**src/rtl/onset_controller_if.sv**
```systemverilog
// Inter-onset interval handoff to the tempo estimator (valid/ready).
interface onset_controller_if #(
  parameter int unsigned INTERVAL_WIDTH = 20
);
  logic [INTERVAL_WIDTH-1:0] interval;
  logic                      interval_valid;
  logic                      interval_ready;

  modport master (
    output interval,
    output interval_valid,
    input  interval_ready
  );

  modport slave (
    input  interval,
    input  interval_valid,
    output interval_ready
  );
endinterface

```
**src/rtl/onset_controller.sv**
```systemverilog
// Sequencer around the SNR onset detector: noise calibration, strobe gating,
// refractory window and inter-onset interval measurement.
module onset_controller #(
  parameter int unsigned SNR_WIDTH       = 16,
  parameter int unsigned CAL_LOG2        = 8,
  parameter int unsigned THRESH_MARGIN   = 3,
  parameter int unsigned DEFAULT_THRESH  = 2,
  parameter int unsigned REFRACT_SAMPLES = 3072,
  parameter int unsigned TIMEOUT_SAMPLES = 92160,
  parameter int unsigned INTERVAL_WIDTH  = 20
) (
  input  logic                 clk,
  input  logic                 reset,
  input  logic                 enable,
  input  logic                 recalibrate,
  input  logic [SNR_WIDTH-1:0] snr_db,
  input  logic                 snr_valid,
  input  logic                 onset_raw,
  output logic                 det_snr_valid,
  output logic [SNR_WIDTH-1:0] det_threshold,
  output logic [1:0]           state_o,
  output logic                 overrun,
  onset_controller_if.master   ivl_if
);

  localparam int unsigned ACC_W  = SNR_WIDTH + CAL_LOG2;
  localparam int unsigned THR_W  = SNR_WIDTH + 1;
  localparam int unsigned REFR_W = $clog2(REFRACT_SAMPLES + 1);

  localparam logic [CAL_LOG2-1:0]       CAL_LAST    = '1;
  localparam logic [INTERVAL_WIDTH-1:0] IVL_MAX     = '1;
  localparam logic [INTERVAL_WIDTH-1:0] TIMEOUT_CNT = INTERVAL_WIDTH'(TIMEOUT_SAMPLES);
  localparam logic [REFR_W-1:0]         REFR_LAST   = REFR_W'(REFRACT_SAMPLES - 1);

  typedef enum logic [1:0] {
    ST_IDLE  = 2'd0,
    ST_CAL   = 2'd1,
    ST_ARMED = 2'd2,
    ST_REFR  = 2'd3
  } state_t;

  state_t                    state_q, state_d;
  logic [SNR_WIDTH-1:0]      thresh_q, thresh_d;
  logic [ACC_W-1:0]          acc_q, acc_d;
  logic [CAL_LOG2-1:0]       cal_cnt_q, cal_cnt_d;
  logic [INTERVAL_WIDTH-1:0] ivl_cnt_q, ivl_cnt_d;
  logic [REFR_W-1:0]         refr_cnt_q, refr_cnt_d;
  logic                      have_prev_q, have_prev_d;
  logic [INTERVAL_WIDTH-1:0] interval_q, interval_d;
  logic                      ivalid_q, ivalid_d;
  logic                      overrun_q, overrun_d;

  logic [ACC_W-1:0]          sum;
  logic [SNR_WIDTH-1:0]      mean;
  logic [THR_W-1:0]          thr_sum;
  logic [INTERVAL_WIDTH-1:0] ivl_next;
  logic                      timeout;
  logic                      xfer;
  logic                      capture;

  // Calibration arithmetic and free-running interval increment.
  assign sum      = acc_q + ACC_W'(snr_db);
  assign mean     = SNR_WIDTH'(sum >> CAL_LOG2);
  assign thr_sum  = {1'b0, mean} + THR_W'(THRESH_MARGIN);
  assign ivl_next = (snr_valid && (ivl_cnt_q != IVL_MAX)) ? ivl_cnt_q + INTERVAL_WIDTH'(1)
                                                         : ivl_cnt_q;
  assign timeout  = have_prev_q && (ivl_cnt_q >= TIMEOUT_CNT);
  assign xfer     = ivalid_q && ivl_if.interval_ready;

  always_ff @(posedge clk or posedge reset) begin
    if (reset) begin
      state_q     <= ST_IDLE;
      thresh_q    <= SNR_WIDTH'(DEFAULT_THRESH);
      acc_q       <= '0;
      cal_cnt_q   <= '0;
      ivl_cnt_q   <= '0;
      refr_cnt_q  <= '0;
      have_prev_q <= 1'b0;
      interval_q  <= '0;
      ivalid_q    <= 1'b0;
      overrun_q   <= 1'b0;
    end else begin
      state_q     <= state_d;
      thresh_q    <= thresh_d;
      acc_q       <= acc_d;
      cal_cnt_q   <= cal_cnt_d;
      ivl_cnt_q   <= ivl_cnt_d;
      refr_cnt_q  <= refr_cnt_d;
      have_prev_q <= have_prev_d;
      interval_q  <= interval_d;
      ivalid_q    <= ivalid_d;
      overrun_q   <= overrun_d;
    end
  end

  always_comb begin
    state_d     = state_q;
    thresh_d    = thresh_q;
    acc_d       = acc_q;
    cal_cnt_d   = cal_cnt_q;
    ivl_cnt_d   = ivl_cnt_q;
    refr_cnt_d  = refr_cnt_q;
    have_prev_d = have_prev_q;
    interval_d  = interval_q;
    ivalid_d    = ivalid_q;
    overrun_d   = overrun_q;
    capture     = 1'b0;

    unique case (state_q)
      ST_IDLE: begin
        if (enable) begin
          state_d   = ST_CAL;
          acc_d     = '0;
          cal_cnt_d = '0;
        end
      end
      ST_CAL: begin
        if (snr_valid) begin
          acc_d     = sum;
          cal_cnt_d = cal_cnt_q + CAL_LOG2'(1);
          if (cal_cnt_q == CAL_LAST) begin
            thresh_d = thr_sum[SNR_WIDTH] ? '1 : thr_sum[SNR_WIDTH-1:0];
            acc_d    = '0;
            state_d  = ST_ARMED;
          end
        end
      end
      ST_ARMED: begin
        ivl_cnt_d = ivl_next;
        if (timeout) begin
          have_prev_d = 1'b0;
          ivl_cnt_d   = '0;
        end
        // A timed-out gap re-primes instead of reporting.
        if (onset_raw) begin
          capture     = have_prev_q && !timeout;
          have_prev_d = 1'b1;
          ivl_cnt_d   = '0;
          refr_cnt_d  = '0;
          state_d     = ST_REFR;
        end
      end
      ST_REFR: begin
        ivl_cnt_d = ivl_next;
        if (timeout) begin
          have_prev_d = 1'b0;
          ivl_cnt_d   = '0;
        end
        if (snr_valid) begin
          if (refr_cnt_q == REFR_LAST) begin
            refr_cnt_d = '0;
            state_d    = ST_ARMED;
          end else begin
            refr_cnt_d = refr_cnt_q + REFR_W'(1);
          end
        end
      end
      default: state_d = ST_IDLE;
    endcase

    // Disable wins over recalibrate; both abandon measurement state.
    if (!enable || (recalibrate && (state_q != ST_IDLE))) begin
      state_d     = enable ? ST_CAL : ST_IDLE;
      thresh_d    = thresh_q;
      acc_d       = '0;
      cal_cnt_d   = '0;
      ivl_cnt_d   = '0;
      refr_cnt_d  = '0;
      have_prev_d = 1'b0;
      capture     = 1'b0;
    end

    if (capture) begin
      if (!ivalid_q || xfer) begin
        interval_d = ivl_cnt_q;
        ivalid_d   = 1'b1;
      end else begin
        overrun_d = 1'b1;
      end
    end else if (xfer) begin
      ivalid_d = 1'b0;
    end
  end

  assign det_snr_valid         = snr_valid && ((state_q == ST_ARMED) || (state_q == ST_REFR));
  assign det_threshold         = thresh_q;
  assign state_o               = state_q;
  assign overrun               = overrun_q;
  assign ivl_if.interval       = interval_q;
  assign ivl_if.interval_valid = ivalid_q;

endmodule

```
**src/flat_wrapper.sv**
```systemverilog
// flat-port wrapper written by rule: the top's interface ports become plain ports
module onset_controller_flat 
#(
  parameter int unsigned SNR_WIDTH       = 16,
  parameter int unsigned CAL_LOG2        = 8,
  parameter int unsigned THRESH_MARGIN   = 3,
  parameter int unsigned DEFAULT_THRESH  = 2,
  parameter int unsigned REFRACT_SAMPLES = 3072,
  parameter int unsigned TIMEOUT_SAMPLES = 92160,
  parameter int unsigned INTERVAL_WIDTH  = 20
)
  (clk, reset, enable, recalibrate, snr_db, snr_valid, onset_raw, det_snr_valid, det_threshold, state_o, overrun, ivl_if_interval, ivl_if_interval_valid, ivl_if_interval_ready);
  onset_controller_if #(.INTERVAL_WIDTH(INTERVAL_WIDTH)) ivl_if_i ();
  input  logic clk;
  input  logic reset;
  input  logic enable;
  input  logic recalibrate;
  input  logic [SNR_WIDTH-1:0] snr_db;
  input  logic snr_valid;
  input  logic onset_raw;
  output logic det_snr_valid;
  output logic [SNR_WIDTH-1:0] det_threshold;
  output logic [1:0] state_o;
  output logic overrun;
  output wire logic [$bits(ivl_if_i.interval)-1:0] ivl_if_interval;
  output wire logic [$bits(ivl_if_i.interval_valid)-1:0] ivl_if_interval_valid;
  input wire logic [$bits(ivl_if_i.interval_ready)-1:0] ivl_if_interval_ready;
  assign ivl_if_interval = ivl_if_i.interval;
  assign ivl_if_interval_valid = ivl_if_i.interval_valid;
  assign ivl_if_i.interval_ready = ivl_if_interval_ready;
  onset_controller #(.SNR_WIDTH(SNR_WIDTH), .CAL_LOG2(CAL_LOG2), .THRESH_MARGIN(THRESH_MARGIN), .DEFAULT_THRESH(DEFAULT_THRESH), .REFRACT_SAMPLES(REFRACT_SAMPLES), .TIMEOUT_SAMPLES(TIMEOUT_SAMPLES), .INTERVAL_WIDTH(INTERVAL_WIDTH)) u_core (.clk(clk), .reset(reset), .enable(enable), .recalibrate(recalibrate), .snr_db(snr_db), .snr_valid(snr_valid), .onset_raw(onset_raw), .det_snr_valid(det_snr_valid), .det_threshold(det_threshold), .state_o(state_o), .overrun(overrun), .ivl_if(ivl_if_i));
endmodule
```
**config.mk**
```make
export PLATFORM = sky130hd
export DESIGN_NAME = onset_controller_flat
export DESIGN_NICKNAME = d
export VERILOG_FILES = /design/src/rtl/onset_controller_if.sv /design/src/rtl/onset_controller.sv /design/src/flat_wrapper.sv
export SDC_FILE = /design/constraint.sdc
export NUM_CORES = 1
export LEC_CHECK = 0
export ABC_AREA = 1
export CORE_MARGIN = 5
export CORE_UTILIZATION = 50
export CTS_CLUSTER_SIZE = 8
export DETAILED_ROUTE_END_ITERATION = 6
export PLACE_DENSITY = 0.69
export SKIP_CTS_REPAIR_TIMING = 1
export SLEW_MARGIN = 20
export SYNTH_ARGS = -nofsm -noshare
export SYNTH_HDL_FRONTEND = slang
export SYNTH_SLANG_ARGS = --single-unit
```
**constraint.sdc**
```tcl
create_clock -name clk -period 3.8 [get_ports clk]
set_input_delay 0.38 -clock clk [delete_from_list [all_inputs] [get_ports clk]]
set_output_delay 0.38 -clock clk [all_outputs]
set_load 0.01 [all_outputs]
```
# After elaboration in Yosys (flattened, before gate mapping)
# Cells that the tools add are included.
[word_totals] register_bits=105 latchBits=0 ram_bits=0 romBits=0 output_inout_bits=41 mem_count=0
[classes] add_sub_neg=5 n_mul=0 div=0 order_cmp=1 n_eq_ne=13 n_shift=0 muxes=39 bitwise=2 reduce_logical=24
[op_table] cell="2-to-1 mux 24 bit" count=4
[op_table] cell="2-to-1 mux 20 bit" count=4
[op_table] cell="2-to-1 mux 12 bit" count=4
[op_table] cell="one-hot mux 24 bit (2 select lines)" count=1
[op_table] cell="one-hot mux 20 bit (2 select lines)" count=1
[op_table] cell="adder 24 x 16 -> 24 bit" count=1
[op_table] cell="2-to-1 mux 8 bit" count=3
[op_table] cell="one-hot mux 12 bit (2 select lines)" count=1
[op_table] cell="adder 20 x 1 -> 20 bit (second input constant)" count=1
[op_table] cell=">= comparator 20 x 17 -> 1 bit (second input constant)" count=1
[op_table] cell="inequality test 20 bit (second input constant)" count=1
[op_table] cell="adder 16 x 2 -> 17 bit (second input constant)" count=1
[op_table] cell="2-to-1 mux 16 bit" count=1
[op_table] cell="one-hot mux 8 bit (2 select lines)" count=1
[op_table] cell="2-to-1 mux 2 bit" count=7
[op_table] cell="adder 12 x 1 -> 12 bit (second input constant)" count=1
[op_table] cell="equality test 12 bit (second input constant)" count=1
[op_table] cell="inequality test 3 x 2 -> 1 bit (second input constant)" count=4
[op_table] cell="2-to-1 mux 1 bit" count=10
[op_table] cell="adder 8 x 1 -> 8 bit (second input constant)" count=1
[op_table] cell="equality test 8 bit (second input constant)" count=1
[op_table] cell="one-hot mux 2 bit (4 select lines)" count=1
[op_table] cell="logical AND 1 bit" count=6
[op_table] cell="inequality test 3 x 1 -> 1 bit (second input constant)" count=2
[op_table] cell="other kinds (14)" count=25

# Depth between registers and ports, before layout
[logic_depth] depth_word=9 depth_mapped=21 depth_no_buf=21

# Worst setup path before layout
# Ideal clock, no wire load.
[synth_path] kind="input -> register" start="in snr_db[0]" end="reg u_core.thresh_q[10] (netlist: u_core.det_threshold[10])" setup_ns=0.065 arrival_time_ns=2.561 required_time_ns=3.735 slack_ns=1.174 path_stages=20 path_cell_list="ha_1 inv_1 fa_1 inv_1 nand2_1 nand2_1 nand3_1 nand3b_1 nand2_1 ha_1 inv_1 nand3_1 nor2_4 nand3_4 nor2_8 nand3_4 buf_6 nand2_1 nand2_1 nand2_1"
[synth_via] elab_chain_cells=3
[synth_rtl] item="start, declared" line_no="flat_wrapper.sv:18" rtl="input logic [SNR_WIDTH-1:0] snr_db;"
[synth_rtl] item="adder 24 x 16 -> 24 bit" line_no="onset_controller.sv:62" rtl="assign sum = acc_q + ACC_W'(snr_db);"
[synth_rtl] item="adder 16 x 2 -> 17 bit" line_no="onset_controller.sv:64" rtl="assign thr_sum = {1'b0, mean} + THR_W'(THRESH_MARGIN);"
[synth_rtl] item="2-to-1 mux 16 bit" line_no="onset_controller.sv:122" rtl="thresh_d = thr_sum[SNR_WIDTH] ? '1 : thr_sum[SNR_WIDTH-1:0];"
[synth_rtl] item="end signal, assigned" line_no="onset_controller.sv:73" rtl="thresh_q <= SNR_WIDTH'(DEFAULT_THRESH);"
[synth_rtl] item="end signal, assigned" line_no="onset_controller.sv:84" rtl="thresh_q <= thresh_d;"
[synth_rtl] item="end, declared" line_no="onset_controller.sv:43" rtl="logic [SNR_WIDTH-1:0] thresh_q, thresh_d;"
# Every way passes these cells.
# A chain may end at the register's enable or synchronous reset.

# Worst setup path in the final report
[layout_path] start="in snr_db[0]" end="reg u_core.thresh_q[11] (netlist: u_core.det_threshold[11])"
# Same word-level chain as after synthesis.

==> results.txt <==
* Ratio of routed vias to standard cells: ~5.1
* Top achievable clock speed: 306 MHz
- # fillers: 1270
- At the worst endpoint, the required time is slightly above 4 ns.
- Footprint of the multi-input gates: roughly 3500 um2
* Die width: 127 um
- In the global route stage, overall resource usage came out at 0.214.
- Power Total: around 2.6 mW
- Pre-CTS worst setup slack: between 0.15 and 0.2 ns
- Floorplan Core Area: 13300 um2
* Residual overflow from global routing: 0
* Capturing element type of the critical path: register
- Each instance of the synthesized netlist takes up on average roughly 7 um2.
- Largest voltage drop on the vdd net: 194 uV
- Number of global-route vias before repair: 5858
- HPWL after DPL: 12900 um
- Routability-driven placement finished with a final weighted congestion of 0.937.
- Library cell used as clock root buffer: clkbuf_16
- Die Span Y: 127 um
* IO Count: 64
* Commonest cells after routing, fill and taps aside: 300 x nand2_1, 160 x inv_1, 104 x dfrtp_1, 103 x nor2_1, 67 x o21ai_0
- In this run, placement finished with an instance count of 1237.
* Number of setup violations in the final report: 0
- The library cell used most frequently in the layout, excluding fill and tap cells, is nand2_1.
* Area of the die: 16100 um2
* Final Worst Setup Slack: 0.531 ns
- Synth Register Bits: about 110
- For the pin with the worst max-slew slack, the measured transition is roughly 0.86 ns.
* Number of max-slew violations in the final report: 0
- Leakage power figure: 3.86 nW
- Initial antenna violation count: 0
- For the finished layout, the period the worst path requires is 3.27 ns.
- Worst-path maximum fanout: 12
- The cell area that synthesis handed to floorplanning was just under 7000 um2.
- Status: completed
- The first TritonRoute pass finished after 5 iterations.
* Via count of the routed design: 6347
- Largest area contributor in the synthesized netlist: dfrtp_1
- Arr. time, crit path: 3.55 ns
* Class of the tightest hold or removal check: reg -> reg
- During synthesis, Yosys emitted a total of 0 warnings.
- Entering global routing, the biggest net connects 55 pins.
* Max Root-Sink Buffers: 2
- The count of final hold-check violations is 0.
- For this block, the routed nets add up to 16700 um of wire.
- First-pass GRT wire length: 28200 um
- After routing, the total negative slack on setup checks comes to 0 ns.
* Count of nets after finishing: 1117
* Cell variety after synth: 43
- Dividing total power by cell area gives a power density of between 300 and 400 nW/um2.
- TritonCTS built the clock tree.
- Drt initial violations: 502
- For this run, the register share of the synthesized area comes to 0.384.
* Kind of launch point of the worst setup path: primary input
* Top area cells in the synthesized netlist: dfrtp_1 38%, nand2_1 16%, inv_1 8.8%
- RSZ-0062 raised after global routing: false
* Count of unresolved DRC violations after routing: 0
* Max cap viols: 0
* Post-layout instance count excluding filler cells: 1253
- The initial utilization of the core area, before any placement, comes to 0.512.
- The critical path is of the in -> reg type.
* Clock buffers created by TritonCTS: 9
* Synthesized netlist net count: about 1000
- The clock drives 105 sinks.
- In this run the tool buffered the top-level ports with 63 buffer cells.
* Row Count: between 40 and 50
- After clock tree synthesis, the clock-pin slew on the worst setup and hold paths is ~0.070 ns.
- Synth top area share: 0.381
* Wire length per cell: 13.3 um
- The clock tree synthesis step divided the H-tree into 3 levels.
- Headroom to the max-slew limit came out at 0.420.
- Final cycle utilization of the critical path: 0.860
- Compared with the post-synthesis result, the final layout area differs by 16.9%.
- Count of antenna-violating nets left after detailed routing: 0
- Counting every instance in the synthesized netlist gives 1004.
- Registers take 2630 um2.
* Antenna cell count: 0
* Worst-Skew Late Latency: 0.35 ns
* Setup clock skew after layout: 0.00777 ns
- Fraction of layout cells with a size suffix above 1: 0.0594
[area by class of cell]
cell class	instances	share of cell area
multi-input cells	712	0.438
flip-flops and latches	105	0.329
repair buffers	71	0.0879
inverters	173	0.0815
clock buffers	12	0.0321
well taps	176	0.0275
clock inverters	4	0.00454
[kinds of logic after synthesis]
kind of cell,synth area share
flops,0.384
xor+xnor,0.0218
buf+inv,0.105
simple gates,0.339
compound gates,0.109
fa+ha+maj,0.0413
[power by group]
group	switching, mW	internal (mW)	leakage [nW]
clock network	0.423	0.488	0.141
registers	0.0202	1.14	1.44
logic	0.346	0.169	2.28
[synth_stat cells (all sizes together)]
| cell | n |
|---|---|
| o21ai | 69 |
| a22o | 1 |
| a211oi | 1 |
| a21o | 1 |
| xor2 | 12 |
| a32o | 1 |
| nor3b | 2 |
| ha | 21 |
| clkinv | 2 |
| nand3b | 2 |
| a41oi | 1 |
| dfstp | 1 |
| fa | 1 |
| o211ai | 1 |
| nor4 | 6 |
| o22ai | 15 |
| nor3 | 19 |
| a31oi | 8 |
| clkbuf | 8 |
| dfrtp | 104 |
| and2 | 4 |
| nand2 | 310 |
| inv | 171 |
| buf | 6 |
| a21oi | 37 |
| nor2 | 114 |
| o21bai | 1 |
| nand3 | 65 |
| nand4 | 15 |
| xnor2 | 5 |
[sequential cells by signal (all words and copies together) (netlist names)]
name and count:
u_core.ivl_if.interval_valid 1, u_core.cal_cnt_q 8, u_core.ivl_if.interval 20, u_core.overrun 1, u_core.state_o 2, u_core.acc_q 24, u_core.det_threshold 16, u_core.refr_cnt_q 12
u_core.ivl_cnt_q 20, u_core.have_prev_q 1
[metal layers]
layer | part of all wire | routed length (um) | up-vias | global-route usage
met1 | 0.53 | 8840 | 2857 | 0.335
met5 | 0 | 0 | - | 0
met2 | 0.40 | 6730 | 139 | 0.304
li1 | - | - | 3332 | -
met3 | 0.056 | 930 | 19 | 0.0340
met4 | 0.013 | 213 | 0 | 0.0587
[critical path: stages]
cell and delay [ns]:
clkdlybuf4s50_1 0.53, ha_1 0.27, inv_1 0.08, fa_1 0.40, inv_1 0.10, nand2_1 0.05
nand2_1 0.07, nand3_1 0.08, nand3b_1 0.10, nand2_1 0.12, ha_1 0.22, inv_1 0.05
nand3_1 0.13, nor2_4 0.17, nand3_4 0.14, nor2_8 0.15, nand3_4 0.18, nand2_1 0.18
nor2_1 0.06, nor2_1 0.09
[metrics by stage]
step                      instance area [um2]   util  hold WS, ns
final                                    8000  0.599        0.463
after global routing                     8000  0.599        0.497
after CTS                                8000  0.599        0.466
after detailed placement                 7700  0.577        0.450
after global placement                   7700  0.577        0.450
after floorplan                          6840      -        0.446
[worst paths after layout]
kind / slack (ns) / depth (start not counted) / end / from
max: 0.53 / 20 / u_core.det_threshold[11] / snr_db[0]
min: 0.46 / 1 / u_core.overrun / u_core.overrun
max reg2reg: 0.78 / 19 / u_core.det_threshold[11] / u_core.acc_q[0]
min reg2reg: 0.46 / 1 / u_core.overrun / u_core.overrun
max in group asynchronous: 2.59 / 3 / u_core.state_o[0] / reset
min in group asynchronous: 0.51 / 2 / u_core.acc_q[7] / reset
Note: power is estimated with default switching activity, not from simulation.
